===== config.mk =====
export PLATFORM = sky130hd
export DESIGN_NAME = write_resp_xbar
export DESIGN_NICKNAME = d
export VERILOG_FILES = /design/src/rtl/vector_cache_pkg.sv /design/src/rtl/wr_rsp_lane_fifo.sv /design/src/rtl/write_resp_xbar.sv
export SDC_FILE = /design/constraint.sdc
export NUM_CORES = 1
export LEC_CHECK = 0
export CELL_PAD_IN_SITES_DETAIL_PLACEMENT = 1
export CELL_PAD_IN_SITES_GLOBAL_PLACEMENT = 1
export CORE_UTILIZATION = 35
export DETAILED_ROUTE_END_ITERATION = 8
export PLACE_DENSITY = 0.64
export SYNTH_ARGS = -nofsm -noshare
export SYNTH_HDL_FRONTEND = slang
export SYNTH_SLANG_ARGS = --single-unit

===== constraint.sdc =====
create_clock -name clk -period 8.5 [get_ports clk]
set_clock_uncertainty 0.05 [all_clocks]
set_input_delay 1.275 -clock clk [delete_from_list [all_inputs] [get_ports clk]]
set_output_delay 1.275 -clock clk [all_outputs]
set_load 0.02 [all_outputs]

===== src/rtl/vector_cache_pkg.sv =====
// Shared vector-cache types: write-response payload, width constants and the 4-way round-robin pick.
package vector_cache_pkg;

    localparam int unsigned TXNID_WIDTH        = 8;
    localparam int unsigned SIDEBAND_WIDTH     = 4;
    localparam int unsigned DB_ENTRY_IDX_WIDTH = 6;
    localparam int unsigned WR_RSP_LANE_NUM    = 4;
    localparam int unsigned WR_RSP_LANE_W      = 2;

    typedef struct packed {
        logic [TXNID_WIDTH-1:0]        txnid;
        logic [SIDEBAND_WIDTH-1:0]     sideband;
        logic [DB_ENTRY_IDX_WIDTH-1:0] db_entry_id;
    } wr_resp_pld_t;

    // First requesting lane at or after ptr, wrapping; returns ptr when nothing requests.
    function automatic logic [WR_RSP_LANE_W-1:0] rr_pick(input logic [WR_RSP_LANE_NUM-1:0] req,
                                                         input logic [WR_RSP_LANE_W-1:0]   ptr);
        logic [WR_RSP_LANE_W-1:0] idx;
        rr_pick = ptr;
        for (int k = WR_RSP_LANE_NUM - 1; k >= 0; k--) begin
            idx = ptr + WR_RSP_LANE_W'(k);
            if (req[idx]) rr_pick = idx;
        end
    endfunction

endpackage


===== src/rtl/wr_rsp_lane_fifo.sv =====
// Per-lane write-response FIFO: registered storage, combinational head, registered ready (not full).
module wr_rsp_lane_fifo
    import vector_cache_pkg::*;
#(
    parameter int unsigned DEPTH = 2
) (
    input  logic         clk,
    input  logic         rst_n,
    input  logic         push,
    input  wr_resp_pld_t push_data,
    input  logic         pop,
    output logic         rdy,
    output logic         empty_c,
    output wr_resp_pld_t head_c
);

    localparam int unsigned PTR_W = (DEPTH > 1) ? $clog2(DEPTH) : 1;
    localparam int unsigned CNT_W = $clog2(DEPTH + 1);

    wr_resp_pld_t     mem [DEPTH];
    logic [PTR_W-1:0] wr_ptr;
    logic [PTR_W-1:0] rd_ptr;
    logic [CNT_W-1:0] count;
    logic [CNT_W-1:0] count_nxt;

    function automatic logic [PTR_W-1:0] ptr_inc(input logic [PTR_W-1:0] p);
        return (p == PTR_W'(DEPTH - 1)) ? '0 : p + PTR_W'(1);
    endfunction

    always_comb begin
        count_nxt = count + CNT_W'(push) - CNT_W'(pop);
    end

    // Ready is held low through reset and tracks the post-update occupancy afterwards.
    always_ff @(posedge clk or negedge rst_n) begin
        if (!rst_n) begin
            wr_ptr <= '0;
            rd_ptr <= '0;
            count  <= '0;
            rdy    <= 1'b0;
        end else begin
            if (push) wr_ptr <= ptr_inc(wr_ptr);
            if (pop)  rd_ptr <= ptr_inc(rd_ptr);
            count <= count_nxt;
            rdy   <= (count_nxt != CNT_W'(DEPTH));
        end
    end

    always_ff @(posedge clk) begin
        if (push) mem[wr_ptr] <= push_data;
    end

    assign empty_c = (count == '0);
    assign head_c  = mem[rd_ptr];

`ifndef SYNTHESIS
    a_no_push_full:  assert property (@(posedge clk) disable iff (!rst_n) push |-> (count != CNT_W'(DEPTH)));
    a_no_pop_empty:  assert property (@(posedge clk) disable iff (!rst_n) pop |-> (count != '0));
`endif

endmodule


===== src/rtl/write_resp_xbar.sv =====
// Write-completion return crossbar: 4 lane FIFOs -> W_REQ_NUM requesters, RR per requester, WDB dealloc.
// Optional per-requester handshake counters with `WR_RESP_PERF_CNT_EN.
module write_resp_xbar
    import vector_cache_pkg::*;
#(
    parameter int unsigned W_REQ_NUM  = 8,
    parameter int unsigned FIFO_DEPTH = 2
) (
    input  logic                                          clk,
    input  logic                                          rst_n,
    input  logic [3:0]                                    wr_rsp_in_vld,
    output logic [3:0]                                    wr_rsp_in_rdy,
    input  wr_resp_pld_t [3:0]                            wr_rsp_in_pld,
    output logic [W_REQ_NUM-1:0]                          wr_rsp_vld,
    input  logic [W_REQ_NUM-1:0]                          wr_rsp_rdy,
    output logic [W_REQ_NUM-1:0][TXNID_WIDTH-1:0]         wr_rsp_txnid,
    output logic [W_REQ_NUM-1:0][SIDEBAND_WIDTH-1:0]      wr_rsp_sideband,
    output logic [3:0]                                    dealloc_vld,
    output logic [3:0][DB_ENTRY_IDX_WIDTH-1:0]            dealloc_idx
`ifdef WR_RESP_PERF_CNT_EN
    ,
    output logic [W_REQ_NUM-1:0][31:0]                    wr_rsp_cnt
`endif
);

    localparam int unsigned DEST_W = $clog2(W_REQ_NUM);

    logic [3:0]                          lane_push;
    logic [3:0]                          lane_pop;
    logic [3:0]                          lane_empty;
    wr_resp_pld_t [3:0]                  head;
    logic [3:0][DEST_W-1:0]              dest;

    logic [W_REQ_NUM-1:0][3:0]           req;
    logic [W_REQ_NUM-1:0]                any_req;
    logic [W_REQ_NUM-1:0]                hs;
    logic [W_REQ_NUM-1:0][1:0]           grant;
    logic [W_REQ_NUM-1:0][1:0]           rr_ptr;
    logic [W_REQ_NUM-1:0]                lock_vld;
    logic [W_REQ_NUM-1:0][1:0]           lock_lane;

    assign lane_push = wr_rsp_in_vld & wr_rsp_in_rdy;

    for (genvar i = 0; i < 4; i++) begin : g_lane
        wr_rsp_lane_fifo #(.DEPTH(FIFO_DEPTH)) u_fifo (
            .clk       (clk),
            .rst_n     (rst_n),
            .push      (lane_push[i]),
            .push_data (wr_rsp_in_pld[i]),
            .pop       (lane_pop[i]),
            .rdy       (wr_rsp_in_rdy[i]),
            .empty_c   (lane_empty[i]),
            .head_c    (head[i])
        );
        assign dest[i] = head[i].txnid[DEST_W-1:0];
    end

    // Per-requester arbitration; a stalled grant stays locked so the payload cannot change under vld.
    always_comb begin
        req             = '0;
        any_req         = '0;
        hs              = '0;
        grant           = '0;
        lane_pop        = '0;
        wr_rsp_vld      = '0;
        wr_rsp_txnid    = '0;
        wr_rsp_sideband = '0;
        for (int j = 0; j < W_REQ_NUM; j++) begin
            for (int i = 0; i < 4; i++) begin
                req[j][i] = !lane_empty[i] && (dest[i] == DEST_W'(j));
            end
            any_req[j] = |req[j];
            grant[j]   = lock_vld[j] ? lock_lane[j] : rr_pick(req[j], rr_ptr[j]);
            hs[j]      = any_req[j] && wr_rsp_rdy[j];
            wr_rsp_vld[j]      = any_req[j];
            wr_rsp_txnid[j]    = head[grant[j]].txnid;
            wr_rsp_sideband[j] = head[grant[j]].sideband;
            if (hs[j]) lane_pop[grant[j]] = 1'b1;
        end
    end

    always_ff @(posedge clk or negedge rst_n) begin
        if (!rst_n) begin
            rr_ptr      <= '0;
            lock_vld    <= '0;
            lock_lane   <= '0;
            dealloc_vld <= '0;
            dealloc_idx <= '0;
        end else begin
            for (int j = 0; j < W_REQ_NUM; j++) begin
                if (hs[j]) rr_ptr[j] <= grant[j] + 2'd1;
                lock_vld[j]  <= any_req[j] && !wr_rsp_rdy[j];
                lock_lane[j] <= grant[j];
            end
            dealloc_vld <= lane_pop;
            for (int i = 0; i < 4; i++) begin
                if (lane_pop[i]) dealloc_idx[i] <= head[i].db_entry_id;
            end
        end
    end

`ifdef WR_RESP_PERF_CNT_EN
    always_ff @(posedge clk or negedge rst_n) begin
        if (!rst_n) begin
            wr_rsp_cnt <= '0;
        end else begin
            for (int j = 0; j < W_REQ_NUM; j++) begin
                if (hs[j]) wr_rsp_cnt[j] <= wr_rsp_cnt[j] + 32'd1;
            end
        end
    end
`else
    // Counters and their port are absent in this build.
`endif

`ifndef SYNTHESIS
    // Tracks WDB entries sitting in any lane FIFO so a duplicate id is flagged at push time.
    logic [(1 << DB_ENTRY_IDX_WIDTH)-1:0] db_busy;

    always_ff @(posedge clk or negedge rst_n) begin
        if (!rst_n) begin
            db_busy <= '0;
        end else begin
            for (int i = 0; i < 4; i++) begin
                if (lane_pop[i])  db_busy[head[i].db_entry_id] <= 1'b0;
                if (lane_push[i]) db_busy[wr_rsp_in_pld[i].db_entry_id] <= 1'b1;
            end
        end
    end

    for (genvar i = 0; i < 4; i++) begin : g_chk
        a_db_unique: assert property (@(posedge clk) disable iff (!rst_n)
            lane_push[i] |-> !db_busy[wr_rsp_in_pld[i].db_entry_id]);
    end

    a_req_pow2: assert property (@(posedge clk)
        (W_REQ_NUM >= 2) && ((W_REQ_NUM & (W_REQ_NUM - 1)) == 0));
`endif

endmodule


Word level (Yosys, flattened, before mapping):

Memories as Yosys holds them, arrays and structs flattened.
Cells that the tools add are included.

* bits of input ports: 86
* output and inout bits: 136
* register bits: 88
* memory bits (writable): 144
* memories: 4
* word-level logic and storage cells: 422

* add/subtract/negate cells: 48
* order comparisons: 48
* reduce and logical (&&, ||, !) cells: 84
* equal/unequal tests: 32
* muxes and demuxes: 160
* bitwise operators: 8

Memory list
* g_lane[0].u_fifo.mem: words 2, width 18, rd ports 1, clocked after Yosys merged registers in 0, write ports 1, line wr_rsp_lane_fifo.sv:20 `wr_resp_pld_t mem [DEPTH];`
* g_lane[1].u_fifo.mem: words 2, width 18, rd ports 1, clocked after Yosys merged registers in 0, write ports 1, line wr_rsp_lane_fifo.sv:20
* g_lane[2].u_fifo.mem: words 2, width 18, rd ports 1, clocked after Yosys merged registers in 0, write ports 1, line wr_rsp_lane_fifo.sv:20
* g_lane[3].u_fifo.mem: words 2, width 18, rd ports 1, clocked after Yosys merged registers in 0, write ports 1, line wr_rsp_lane_fifo.sv:20

Operator list (count)
* 18-bit binary-select mux with 2-bit select: 8
* 18-bit two-way mux: 8
* 2-bit by 3-bit < comparator with 1-bit output, second input constant: 40
* 2-bit two-way mux: 40
* 1-bit binary-select mux with 2-bit select: 32
* 1-bit logical AND: 56
* 1-bit two-way mux: 56
* 3-bit equality test, second input constant: 16
* 2-bit by 1-bit adder with 2-bit output, second input constant: 16
* 2-bit adder, second input constant: 16
* 4-bit two-way mux: 8
* 4-bit OR reduction: 8
* 4-bit OR: 7
* 3-bit by 2-bit equality test with 1-bit output, second input constant: 8
* 1-bit demux with 2-bit select: 8
* 2-bit by 1-bit greater-or-equal comparator with 1-bit output, second input constant: 8
* 3-bit by 1-bit equality test with 1-bit output, second input constant: 4
* 1-bit zero test: 12
* 3-bit zero test: 4
* 1-bit adder, second input constant: 8
* 2-bit by 1-bit adder with 2-bit output: 4
* 2-bit zero test: 4
* 2-bit inequality test, second input constant: 4
* 2-bit by 1-bit subtractor with 2-bit output: 4
* 4-bit AND: 1

Depth between registers and ports, before layout:

* word-level depth: 31
* mapped depth: 24
* gate-level depth less buffers: 19

Cells and area by module:

Synthesis repeated with hierarchy kept, for this count alone.

* cells, all modules: 1113
* area total of the unflattened synthesis: 13789.5 um^2

By module, submodules not included
* write_resp_xbar: times used 1, seq. area each 1701.6 um^2, area an instance 7478.4 um^2, cells each 813
* wr_rsp_lane_fifo: times used 4, seq. area each 1206.2 um^2, area an instance 1577.8 um^2, cells each 75

Worst setup path after synthesis:

Ideal clock, no wire load.

* path type: reg-to-reg
* start: reg g_lane[3].u_fifo.rd_ptr
* end: reg g_lane[0].u_fifo.rdy
* stages on the path, launching flop included: 23
* arrival time: 4160 ps
* clock period less this slack: 4333 ps
* setup slack: 4167 ps
* data required time: 8327 ps
* cells stage by stage: dfrtp_1 -> buf_4 -> buf_4 -> nor3_1 -> o211ai_1 -> inv_1 -> o22ai_1 -> a221o_1 -> o21ai_0 -> clkinv_1 -> buf_4 -> ha_1 -> a22oi_1 -> and3_1 -> o31ai_1 -> a221o_1 -> buf_6 -> ha_1 -> inv_1 -> ha_1 -> xnor2_1 -> xnor2_1 -> nand2b_1

RTL lines
* start: declaration: line wr_rsp_lane_fifo.sv:22 `logic [PTR_W-1:0] rd_ptr;`
* start signal: assignment: line wr_rsp_lane_fifo.sv:43 `if (pop) rd_ptr <= ptr_inc(rd_ptr);`
* end signal: assignment: line wr_rsp_lane_fifo.sv:45 `rdy <= (count_nxt != CNT_W'(DEPTH));`
* end: declaration: line wr_rsp_lane_fifo.sv:12 `output logic rdy,`

==> out/metrics.yaml <==
cts:
  cts_tree: "yes"
  cts_setup_buffers: 0
  clock-sinks: 232
  postCtsHoldBufs: 0
  worst_skew_pair.late_latency_ps: 550
  root_buffer: "clkbuf_16"
  cts.path.max_buffers: 3
  cts_resized: 0
  clkTransAtPathRegs_ps: 60
  cts_buffers: 28
  htreeDepth: 1
drt:
  routed_via_density: 5.39
  routedWlPerCell_um: 24.6
  drt_iter0_markers: 468
  drtAntennaViolNets: 0
  drc: 0
  first_pass_iters: 5
  routed_wl_um: 44700
  via_count: 9802
placed_design:
  gp_congestion: 0.881
  place_hpwl_um: 33100
  post_dp_cell_area_um2: 16200
  port_buffers: 221
global_routing:
  grt_first_pass_wirelength_um: 66900
  grt_max_degree: 54
  grt_pass1_vias: 10500
  grtUsageTotal: 0.228
  antenna_found_initial: 1
  gr-total-overflow: 0
outcome:
  status: "complete, no violations"
cells_and_area:
  layout-drive-gt1-share: 0.163
  design_area_um2: 17200
  synthToLayoutAreaGrowth_pct: 26.6
  nFillCells: 3960
  nets: 1397
sta:
  setup-violations-final: 0
  period_minus_slack_ps: 6800
  fmax_mhz: 147
  rsz0062_at_grt: "false"
  slew_headroom: 0.209
  drv_slew: 0
  fin_tns_setup_ps: 0
  tightest_slew_ps: 1190
  period_share: 0.799
  hold_violations: 0
floorplan:
  fp.dieH_um: 199
  core_um2: 37900
  start_util: 0.359
  rows: 71
  dieArea_um2: 39700
  io_pins: 222
  fp.dieW_um: 199
min_path:
  min_path_type: "reg2reg"
  hold_start: "g_lane[1].u_fifo.count[1]"
  min_to: "g_lane[1].u_fifo.count[1]"
  hold_depth: 1
synth:
  synth_area_leaders: "edfxtp_1 (32%), mux2i_1 (17%), dfrtp_1 (16%)"
  async_flop_share: 0.379
  synth_commonest_cells: "mux2i_1 (230), edfxtp_1 (144), mux2_2 (97), dfrtp_1 (88), nand2_1 (61)"
  synth_cells: 1079
  synth_top_cell_area_share: 0.318
  synth-main-ff-cell: "edfxtp_1"
  synth_fp_nets: 1193
  yosys.area.top_type: "edfxtp_1"
  synth_area_per_cell_um2: 12.6
  synth_area_um2: 13600
  ys_warn_count: 0
  yosysSeqAreaShare: 0.479
  synth_edf_count: 144
  ys_types: 76
  synth-seq-cells: 232
  yosys.cell_count.top_type: "mux2i_1"
setup_path:
  crit_arrival_ps: 5470
  end_kind: "output port"
  start_kind: "flop"
  r2r-start: "g_lane[0].u_fifo.rd_ptr"
  path_class: "reg2out"
  cp_data_required_time_ps: 7170
  r2r.worst_path.cells: 18
  crit_fanout: 26
  timing.rr.end: "g_lane[0].u_fifo.rdy"
  reg2reg_setup_slack_ps: 2080
job:
  maxCapViolCount: 0
## cell families after synthesis
family | share of synthesized area
muxes | 0.286
buffers and inverters | 0.0412
DFF | 0.479
AOI/OAI and AO/OA | 0.0866
xor gates and xnor gates | 0.0129
adders and majority gates | 0.0257
and+or+nand+nor | 0.0682
## per-layer routing
metal,up-vias,track usage,share of wire
li1,4497,-,-
met1,5008,0.300,0.44
met2,242,0.386,0.49
met3,53,0.0403,0.049
met4,2,0.0556,0.021
met5,-,0,0.00029
## state kept, by name, indices dropped and copies added (netlist names), 8 cells and up
name,cells
dealloc_idx,24
g_lane.u_fifo.count,8
g_lane.u_fifo.mem,144
lock_lane,16
lock_vld,8
rr_ptr,16
## area by class of cell
class	count	area (um^2)	area share
Antenna cell	1	2.50	0.000145
Clock buffer	37	766	0.0444
Clock inverter	15	218	0.0126
Inverter	41	156	0.00908
Multi-Input combinational cell	743	6590	0.383
Sequential cell	232	6530	0.379
Tap cell	511	639	0.0371
Timing Repair Buffer	237	2330	0.135
## stage by stage
stage,util,worst slack (ps),instances,hold WS [ps]
after global placement,0.428,2500,1764,426
after detailed placement,0.428,2220,1764,432
after CTS,0.454,1740,1816,445
final,0.454,1700,1817,438
after floorplan,-,4170,1079,408
after global routing,0.454,1310,1816,467
## worst max-delay path, cell delays in order, from the launching register on
cell	delay, ps
dfrtp_1	1130
mux2_4	430
o211ai_1	270
nand2_1	120
o2bb2ai_1	150
a221o_1	330
o21ai_0	460
clkinv_1	840
mux2i_1	530
clkdlybuf4s50_1	670
## how the worst max path moves through the flow
stage / start / end / cells after the start
after floorplan: g_lane[3].u_fifo.rd_ptr / g_lane[0].u_fifo.rdy / 22
after global placement: g_lane[0].u_fifo.rd_ptr / g_lane[0].u_fifo.rdy / 18
after detailed placement: g_lane[0].u_fifo.rd_ptr / g_lane[0].u_fifo.rdy / 18
after CTS: g_lane[0].u_fifo.rd_ptr / wr_rsp_txnid[34] / 9
after global routing: g_lane[0].u_fifo.rd_ptr / wr_rsp_txnid[34] / 9
final: g_lane[0].u_fifo.rd_ptr / wr_rsp_txnid[34] / 9
## placed cells by master (no fill, tap or decap), types with 4 or more instances in the layout
cell type | synthesis | layout
mux2i_1 | 230 | 229
clkdlybuf4s50_1 | 0 | 220
edfxtp_1 | 144 | 144
mux2_2 | 97 | 97
dfrtp_1 | 88 | 88
nand2_1 | 61 | 61
o21ai_0 | 43 | 41
inv_1 | 38 | 38
clkbuf_16 | 0 | 29
ha_1 | 28 | 28
nor2_1 | 31 | 27
o211ai_1 | 20 | 20
buf_4 | 14 | 17
xnor2_1 | 16 | 16
nand4_1 | 14 | 14
a21oi_1 | 13 | 12
nand2b_1 | 12 | 12
mux4_2 | 12 | 12
mux2_4 | 11 | 11
nor3b_1 | 11 | 11
o211a_1 | 10 | 10
a22oi_1 | 9 | 9
o22ai_1 | 9 | 9
nand3_1 | 9 | 9
and2_1 | 7 | 7
a31oi_1 | 7 | 7
clkbuf_1 | 12 | 7
and3b_1 | 6 | 6
nor3_1 | 6 | 6
clkinv_1 | 2 | 6
or2_2 | 5 | 5
a41oi_1 | 5 | 5
and3_1 | 5 | 5
bufinv_16 | 0 | 5
nor2b_1 | 4 | 4
nor2_2 | 0 | 4
xor2_1 | 4 | 4
Power is left out: the tool's default activity adds up to more than one toggle a clock period on the data nets, which glitch-free logic cannot reach.
